<file path="src/rtl/gene_sweep_ctrl_if.sv">
// Result record channel of the gene-network sweep controller.
// Valid/ready handshake carrying one fixed-point search finding.
interface gene_sweep_ctrl_if #(
  parameter int WIDTH = 8
);
  logic             res_valid;
  logic             res_ready;
  logic [WIDTH-1:0] res_init;
  logic [WIDTH-1:0] res_state;
  logic [1:0]       res_kind;
  logic [7:0]       res_steps;

  modport master (
    output res_valid,
    output res_init,
    output res_state,
    output res_kind,
    output res_steps,
    input  res_ready
  );

  modport slave (
    input  res_valid,
    input  res_init,
    input  res_state,
    input  res_kind,
    input  res_steps,
    output res_ready
  );
endinterface

</file>
<file path="src/rtl/gene_sweep_ctrl.sv">
// Sweeps initial gene states, runs the network to a fixed point or timeout.
// Optional period-2 detection is enabled by defining CYCLE2_DETECT_EN.
module gene_sweep_ctrl #(
  parameter int WIDTH     = 8,
  parameter int MAX_STEPS = 64
) (
  input  logic             clk,
  input  logic             rst,
  input  logic             start,
  input  logic [WIDTH-1:0] first_init,
  input  logic [WIDTH-1:0] last_init,
  output logic             net_load,
  output logic [WIDTH-1:0] net_init,
  output logic             net_step,
  input  logic [WIDTH-1:0] net_state,
  output logic             busy,
  output logic             done,
  gene_sweep_ctrl_if.master res
);

  typedef enum logic [1:0] {
    IDLE,
    LOAD,
    RUN,
    REPORT
  } state_e;

  localparam logic [7:0] MaxSteps = 8'(MAX_STEPS);

  state_e           state_q, state_d;
  logic [WIDTH-1:0] cur_q, cur_d;
  logic [WIDTH-1:0] last_q, last_d;
  logic [WIDTH-1:0] prev_q, prev_d;
  logic             prev_valid_q, prev_valid_d;
  logic [7:0]       steps_q, steps_d;
  logic [WIDTH-1:0] rinit_q, rinit_d;
  logic [WIDTH-1:0] rstate_q, rstate_d;
  logic [1:0]       rkind_q, rkind_d;
  logic [7:0]       rsteps_q, rsteps_d;
  logic             done_q, done_d;

  logic fix_hit;
  logic c2_hit;
  logic to_hit;

`ifdef CYCLE2_DETECT_EN
  logic [WIDTH-1:0] prev2_q, prev2_d;
  logic             prev2_valid_q, prev2_valid_d;

  assign c2_hit = prev2_valid_q && (net_state == prev2_q);
`else
  assign c2_hit = 1'b0;
`endif

  assign fix_hit = prev_valid_q && (net_state == prev_q);
  assign to_hit  = (steps_q == MaxSteps);

  always_comb begin
    state_d      = state_q;
    cur_d        = cur_q;
    last_d       = last_q;
    prev_d       = prev_q;
    prev_valid_d = prev_valid_q;
    steps_d      = steps_q;
    rinit_d      = rinit_q;
    rstate_d     = rstate_q;
    rkind_d      = rkind_q;
    rsteps_d     = rsteps_q;
    done_d       = 1'b0;
    net_load     = 1'b0;
    net_init     = '0;
    net_step     = 1'b0;
`ifdef CYCLE2_DETECT_EN
    prev2_d       = prev2_q;
    prev2_valid_d = prev2_valid_q;
`endif
    unique case (state_q)
      IDLE: begin
        if (start) begin
          cur_d   = first_init;
          last_d  = last_init;
          state_d = LOAD;
        end
      end
      LOAD: begin
        net_load     = 1'b1;
        net_init     = cur_q;
        steps_d      = '0;
        prev_valid_d = 1'b0;
`ifdef CYCLE2_DETECT_EN
        prev2_valid_d = 1'b0;
`endif
        state_d = RUN;
      end
      RUN: begin
        if (fix_hit || c2_hit || to_hit) begin
          rinit_d  = cur_q;
          rstate_d = net_state;
          rsteps_d = steps_q;
          // fixed point outranks period-2, which outranks timeout
          rkind_d  = fix_hit ? 2'b00 : (c2_hit ? 2'b10 : 2'b01);
          state_d  = REPORT;
        end else begin
          net_step     = 1'b1;
          prev_d       = net_state;
          prev_valid_d = 1'b1;
          steps_d      = steps_q + 8'd1;
`ifdef CYCLE2_DETECT_EN
          prev2_d       = prev_q;
          prev2_valid_d = prev_valid_q;
`endif
        end
      end
      REPORT: begin
        if (res.res_ready) begin
          if (cur_q == last_q) begin
            done_d  = 1'b1;
            state_d = IDLE;
          end else begin
            cur_d   = cur_q + 1'b1;
            state_d = LOAD;
          end
        end
      end
      default: state_d = IDLE;
    endcase
  end

  always_ff @(posedge clk) begin
    if (rst) begin
      state_q      <= IDLE;
      cur_q        <= '0;
      last_q       <= '0;
      prev_q       <= '0;
      prev_valid_q <= 1'b0;
      steps_q      <= '0;
      rinit_q      <= '0;
      rstate_q     <= '0;
      rkind_q      <= '0;
      rsteps_q     <= '0;
      done_q       <= 1'b0;
`ifdef CYCLE2_DETECT_EN
      prev2_q       <= '0;
      prev2_valid_q <= 1'b0;
`endif
    end else begin
      state_q      <= state_d;
      cur_q        <= cur_d;
      last_q       <= last_d;
      prev_q       <= prev_d;
      prev_valid_q <= prev_valid_d;
      steps_q      <= steps_d;
      rinit_q      <= rinit_d;
      rstate_q     <= rstate_d;
      rkind_q      <= rkind_d;
      rsteps_q     <= rsteps_d;
      done_q       <= done_d;
`ifdef CYCLE2_DETECT_EN
      prev2_q       <= prev2_d;
      prev2_valid_q <= prev2_valid_d;
`endif
    end
  end

  assign busy          = (state_q != IDLE);
  assign done          = done_q;
  assign res.res_valid = (state_q == REPORT);
  assign res.res_init  = rinit_q;
  assign res.res_state = rstate_q;
  assign res.res_kind  = rkind_q;
  assign res.res_steps = rsteps_q;

endmodule

</file>
<file path="src/flat_wrapper.sv">
// flat-port wrapper written by rule: the top's interface ports become plain ports
module gene_sweep_ctrl_flat 
#(
  parameter int WIDTH     = 8,
  parameter int MAX_STEPS = 64
)
  (clk, rst, start, first_init, last_init, net_load, net_init, net_step, net_state, busy, done, res_res_valid, res_res_init, res_res_state, res_res_kind, res_res_steps, res_res_ready);
  gene_sweep_ctrl_if #(.WIDTH(WIDTH)) res_i ();
  input  logic clk;
  input  logic rst;
  input  logic start;
  input  logic [WIDTH-1:0] first_init;
  input  logic [WIDTH-1:0] last_init;
  output logic net_load;
  output logic [WIDTH-1:0] net_init;
  output logic net_step;
  input  logic [WIDTH-1:0] net_state;
  output logic busy;
  output logic done;
  output wire logic [$bits(res_i.res_valid)-1:0] res_res_valid;
  output wire logic [$bits(res_i.res_init)-1:0] res_res_init;
  output wire logic [$bits(res_i.res_state)-1:0] res_res_state;
  output wire logic [$bits(res_i.res_kind)-1:0] res_res_kind;
  output wire logic [$bits(res_i.res_steps)-1:0] res_res_steps;
  input wire logic [$bits(res_i.res_ready)-1:0] res_res_ready;
  assign res_res_valid = res_i.res_valid;
  assign res_res_init = res_i.res_init;
  assign res_res_state = res_i.res_state;
  assign res_res_kind = res_i.res_kind;
  assign res_res_steps = res_i.res_steps;
  assign res_i.res_ready = res_res_ready;
  gene_sweep_ctrl #(.WIDTH(WIDTH), .MAX_STEPS(MAX_STEPS)) u_core (.clk(clk), .rst(rst), .start(start), .first_init(first_init), .last_init(last_init), .net_load(net_load), .net_init(net_init), .net_step(net_step), .net_state(net_state), .busy(busy), .done(done), .res(res_i));
endmodule
</file>
<file path="config.mk">
export PLATFORM = sky130hd
export DESIGN_NAME = gene_sweep_ctrl_flat
export DESIGN_NICKNAME = d
export VERILOG_FILES = /design/src/rtl/gene_sweep_ctrl_if.sv /design/src/rtl/gene_sweep_ctrl.sv /design/src/flat_wrapper.sv
export SDC_FILE = /design/constraint.sdc
export NUM_CORES = 1
export LEC_CHECK = 0
export BUFFER_PORTS_ARGS = -buffer_cell sky130_fd_sc_hd__buf_2
export CAP_MARGIN = 20
export CELL_PAD_IN_SITES_DETAIL_PLACEMENT = 0
export CELL_PAD_IN_SITES_GLOBAL_PLACEMENT = 1
export CORE_MARGIN = 3
export CORE_UTILIZATION = 43
export DETAILED_ROUTE_END_ITERATION = 7
export HOLD_SLACK_MARGIN = 0.05
export PLACE_DENSITY_LB_ADDON = 0.1
export SYNTH_ARGS = -nofsm -noshare
export SYNTH_HDL_FRONTEND = slang
export SYNTH_SLANG_ARGS = --single-unit
</file>
<file path="constraint.sdc">
create_clock -name clk -period 4.5 [get_ports clk]
set_clock_uncertainty 0.15 [all_clocks]
set_input_delay 0.9 -clock clk [delete_from_list [all_inputs] [get_ports clk]]
set_output_delay 0.9 -clock clk [all_outputs]
set_load 0.1 [all_outputs]
</file>
==> metrics.cfg <==
[status]
status = complete, no violations

[sta]
grt_setup_unrepaired = false
final_hold_violation_count = 0
finalSetupTns_ns = 0
max-slew-margin-rel = 0.448
slew_of_the_pin_with_the_lowest_slew_margin_ns = 0.827
finalWorstPathRequiredPeriod_ns = 3.16
fmax_ghz = 0.316
worst_slack_on_hold_paths_ns = 0.302
report.final.slew_viol_count = 0
setup_violations = 0
finalCritPeriodShare = 0.702

[clocking]
clkLatencyLatePin_ns = 0.35
clkSlewWorstSetupHoldPaths_ns = 0.06
post_cts_resize_count = 0
clock_path_buffers = 2
cts_inserted_buffers = 9
post-cts-setup-buffer-count = 0
ctsRootBufferMaster = sky130_fd_sc_hd__clkbuf_8
cts_hold_repair.buffers = 0
cts_tree = yes
clock-sinks = 61
clock_tree.htree_level_count = 3

[drt]
detail_route.drc_violations = 0
drt_iter0_drc = 136
routed_wire_length_per_instance_um = 15.2
vias = 2773
drtPass1Iterations = 4
routed_via_density = 5.41
ant_nets = 0
route.final.wire_length_um = 7770

[place]
place.gp.congestion = 0.827
dpl.hpwl_um = 5320
place.port_buffers = 65

[synthesis]
count_of_flip_flops_with_a_built_in_enable_after_synthesis = 0
syn-mean-instance-area_um2 = 8.52
synthesis.yosys.warnings = 0
ys_types = 54
netlist_instances = 365
yosys_most_used_dff = sky130_fd_sc_hd__dfxtp_1
post_synth_instance_area_um2 = 3110
synth.yosys.seq_area_share = 0.393
post_synth_main_area_contributors = sky130_fd_sc_hd__dfxtp_1 (39%), sky130_fd_sc_hd__nand2_1 (6.0%), sky130_fd_sc_hd__a21oi_1 (5.1%)
synth-async-reset-ratio = 0
synth_seq_cells = 61
synth.net_count = 400
synth.top_cell.area_share = 0.393
synth_top_area_cell = sky130_fd_sc_hd__dfxtp_1

[global_routing]
wire_length_of_the_first_global_routing_pass_um = 13300
grt_pass1_vias = 2693
gr-usage-all-layers = 0.200
antenna_found_initial = 0
overflow = 0
maximum_number_of_pins_on_one_net_before_global_route_repair = 36

[worst_hold_path]
worst_hold_path_type = reg2reg

[setup_path]
worst-path-max-fanout = 34
slowest_delay_ns = 0.41
ff2ff_path_depth = 7
startpoint = u_core.state_q[0]
timing.rr.end = u_core.cur_q[0]
critical_path.cell_chain = inv_1 > ha_1 > buf_4 > o41a_1 > o31ai_2 > inv_1 > buf_2
critPathSlowestCell = sky130_fd_sc_hd__buf_2
worst-endpoint-arrival_ns = 2.11
critical_path.endpoint_type = output pin
timing.setup.critical_path_class = reg2out
endpoint = net_step
path_common_cell = sky130_fd_sc_hd__inv_1
r2r_start = u_core.state_q[0]
critPathRequiredTime_ns = 3.45
sort_of_element_at_the_start_of_the_critical_path = flip-flop
regToRegSetupSlack_ns = 1.66

[run]
max_cap_viol_count = 0

[finish]
mostFrequentLayoutCell = sky130_fd_sc_hd__buf_2
area_delta_synth_final_pct = 15.1
final_nets = 449
drive_gt1_frac = 0.225
most-common-layout-cells = sky130_fd_sc_hd__buf_2 (65), sky130_fd_sc_hd__dfxtp_1 (61), sky130_fd_sc_hd__nand2_1 (50)
num_antenna_cells = 0

[floorplan]
floorplan_core_area_um2 = 6910
initial_utilization = 0.450
die_area_um2 = 8290
die_height_um = 91.1
die_width_um = 91.1
num_rows = 30
io-pin-count = 67

[pwr]
areal_power_density_over_the_cells_nw_per_um2 = 551
ir_drop_mv = 0.322
static-leakage-power_nw = 1.53

==> cells by family after synthesis <==
family | share of synthesized area
AO/OA/AOI/OAI | 0.233
XOR/XNOR | 0.0451
adder cells (fa/ha/maj) | 0.0282
buffers and inverters | 0.0768
flip-flops | 0.393
multiplexers | 0.0290
other | 0.00121
AND/OR/NAND/NOR | 0.194
==> cell usage after synthesis (2+ instances only) <==
master / instances
sky130_fd_sc_hd__buf_2: 4
sky130_fd_sc_hd__o211ai_1: 2
sky130_fd_sc_hd__nand3_1: 21
sky130_fd_sc_hd__mux2i_1: 9
sky130_fd_sc_hd__a21oi_1: 32
sky130_fd_sc_hd__a41o_1: 2
sky130_fd_sc_hd__nand2_1: 50
sky130_fd_sc_hd__o22ai_1: 2
sky130_fd_sc_hd__o31ai_1: 5
sky130_fd_sc_hd__nand2b_1: 4
sky130_fd_sc_hd__a211oi_1: 6
sky130_fd_sc_hd__or3_1: 2
sky130_fd_sc_hd__a31o_2: 4
sky130_fd_sc_hd__a221oi_1: 2
sky130_fd_sc_hd__a31o_1: 15
sky130_fd_sc_hd__a32o_1: 2
sky130_fd_sc_hd__xnor2_1: 8
sky130_fd_sc_hd__o21ai_1: 2
sky130_fd_sc_hd__o21ai_0: 7
sky130_fd_sc_hd__xor2_1: 8
sky130_fd_sc_hd__o311ai_0: 3
sky130_fd_sc_hd__nor4_1: 3
sky130_fd_sc_hd__buf_6: 2
sky130_fd_sc_hd__inv_1: 15
sky130_fd_sc_hd__dfxtp_1: 61
sky130_fd_sc_hd__and2_1: 11
sky130_fd_sc_hd__nor3_1: 3
sky130_fd_sc_hd__ha_1: 7
sky130_fd_sc_hd__buf_8: 2
sky130_fd_sc_hd__nand4_1: 8
sky130_fd_sc_hd__a31oi_1: 3
sky130_fd_sc_hd__clkbuf_1: 22
sky130_fd_sc_hd__or4_1: 5
sky130_fd_sc_hd__o31a_1: 2
sky130_fd_sc_hd__nor2_1: 11
sky130_fd_sc_hd__o2111ai_1: 2
==> how the worst min path moves through the flow <==
stage | startpoint | endpoint | slack, ns | depth (start not counted)
3_5_place_dp | u_core.res.res_steps[3] | u_core.res.res_steps[3] | 0.30 | 2
2_1_floorplan | u_core.prev_valid_q | u_core.prev_valid_q | 0.29 | 2
5_1_grt | u_core.prev_valid_q | u_core.prev_valid_q | 0.34 | 2
3_3_place_gp | u_core.res.res_steps[3] | u_core.res.res_steps[3] | 0.29 | 2
6_report | u_core.res.res_steps[3] | u_core.res.res_steps[3] | 0.30 | 2
4_1_cts | u_core.res.res_steps[3] | u_core.res.res_steps[3] | 0.30 | 2
==> metrics by stage <==
| stage | setup WS (ns) | util | instances | total power [mW] | cell area, µm² |
|---|---|---|---|---|---|
| final | 1.34 | 0.518 | 513 | 1.97 | 3580 |
| after global routing | 1.18 | 0.518 | 513 | 2.10 | 3580 |
| after CTS | 1.31 | 0.518 | 513 | 1.99 | 3580 |
| after detailed placement | 1.40 | 0.495 | 499 | 1.55 | 3420 |
| after global placement | 1.42 | 0.495 | 499 | 1.55 | 3420 |
| after floorplan | 1.17 | - | 365 | 1.38 | 3110 |
==> layer usage <==
metal / GRT usage / vias up / part of all wire
met5: 0 / - / 0
met4: 0.0641 / 0 / 0.014
met3: 0.0671 / 12 / 0.063
met2: 0.294 / 82 / 0.43
met1: 0.274 / 1269 / 0.49
li1: - / 1410 / -
==> cell type report <==
| cell class | count | area, µm² |
|---|---|---|
| inverter | 15 | 56.3 |
| sequential | 61 | 1220 |
| fill | 728 | 3330 |
| multi-input combinational | 257 | 1660 |
| tap | 96 | 120 |
| clock buffer | 12 | 155 |
| timing repair buffer | 70 | 363 |
| clock inverter | 2 | 10.0 |
==> state kept, by name, indices dropped and copies added, names as in the netlist <==
name,flops
u_core.state_q,2
u_core.steps_q,8
u_core.done,1
u_core.res.res_steps,8
u_core.res.res_state,8
u_core.prev_valid_q,1
u_core.res.res_init,8
u_core.cur_q,8
u_core.res.res_kind,1
u_core.prev_q,8
u_core.last_q,8
==> report_power, final <==
part / internal, mW / switching, mW
logic: 0.222 / 0.601
clock network: 0.222 / 0.204
registers: 0.615 / 0.111
==> critical path, delay by kind of cell, from the launching register on <==
kind            cells  cell delay (ns)
flops               1             0.34
buf+inv             4             0.92
compound gates      2             0.34
fa+ha+maj           1             0.15
Power figures use the tool's default switching activity.
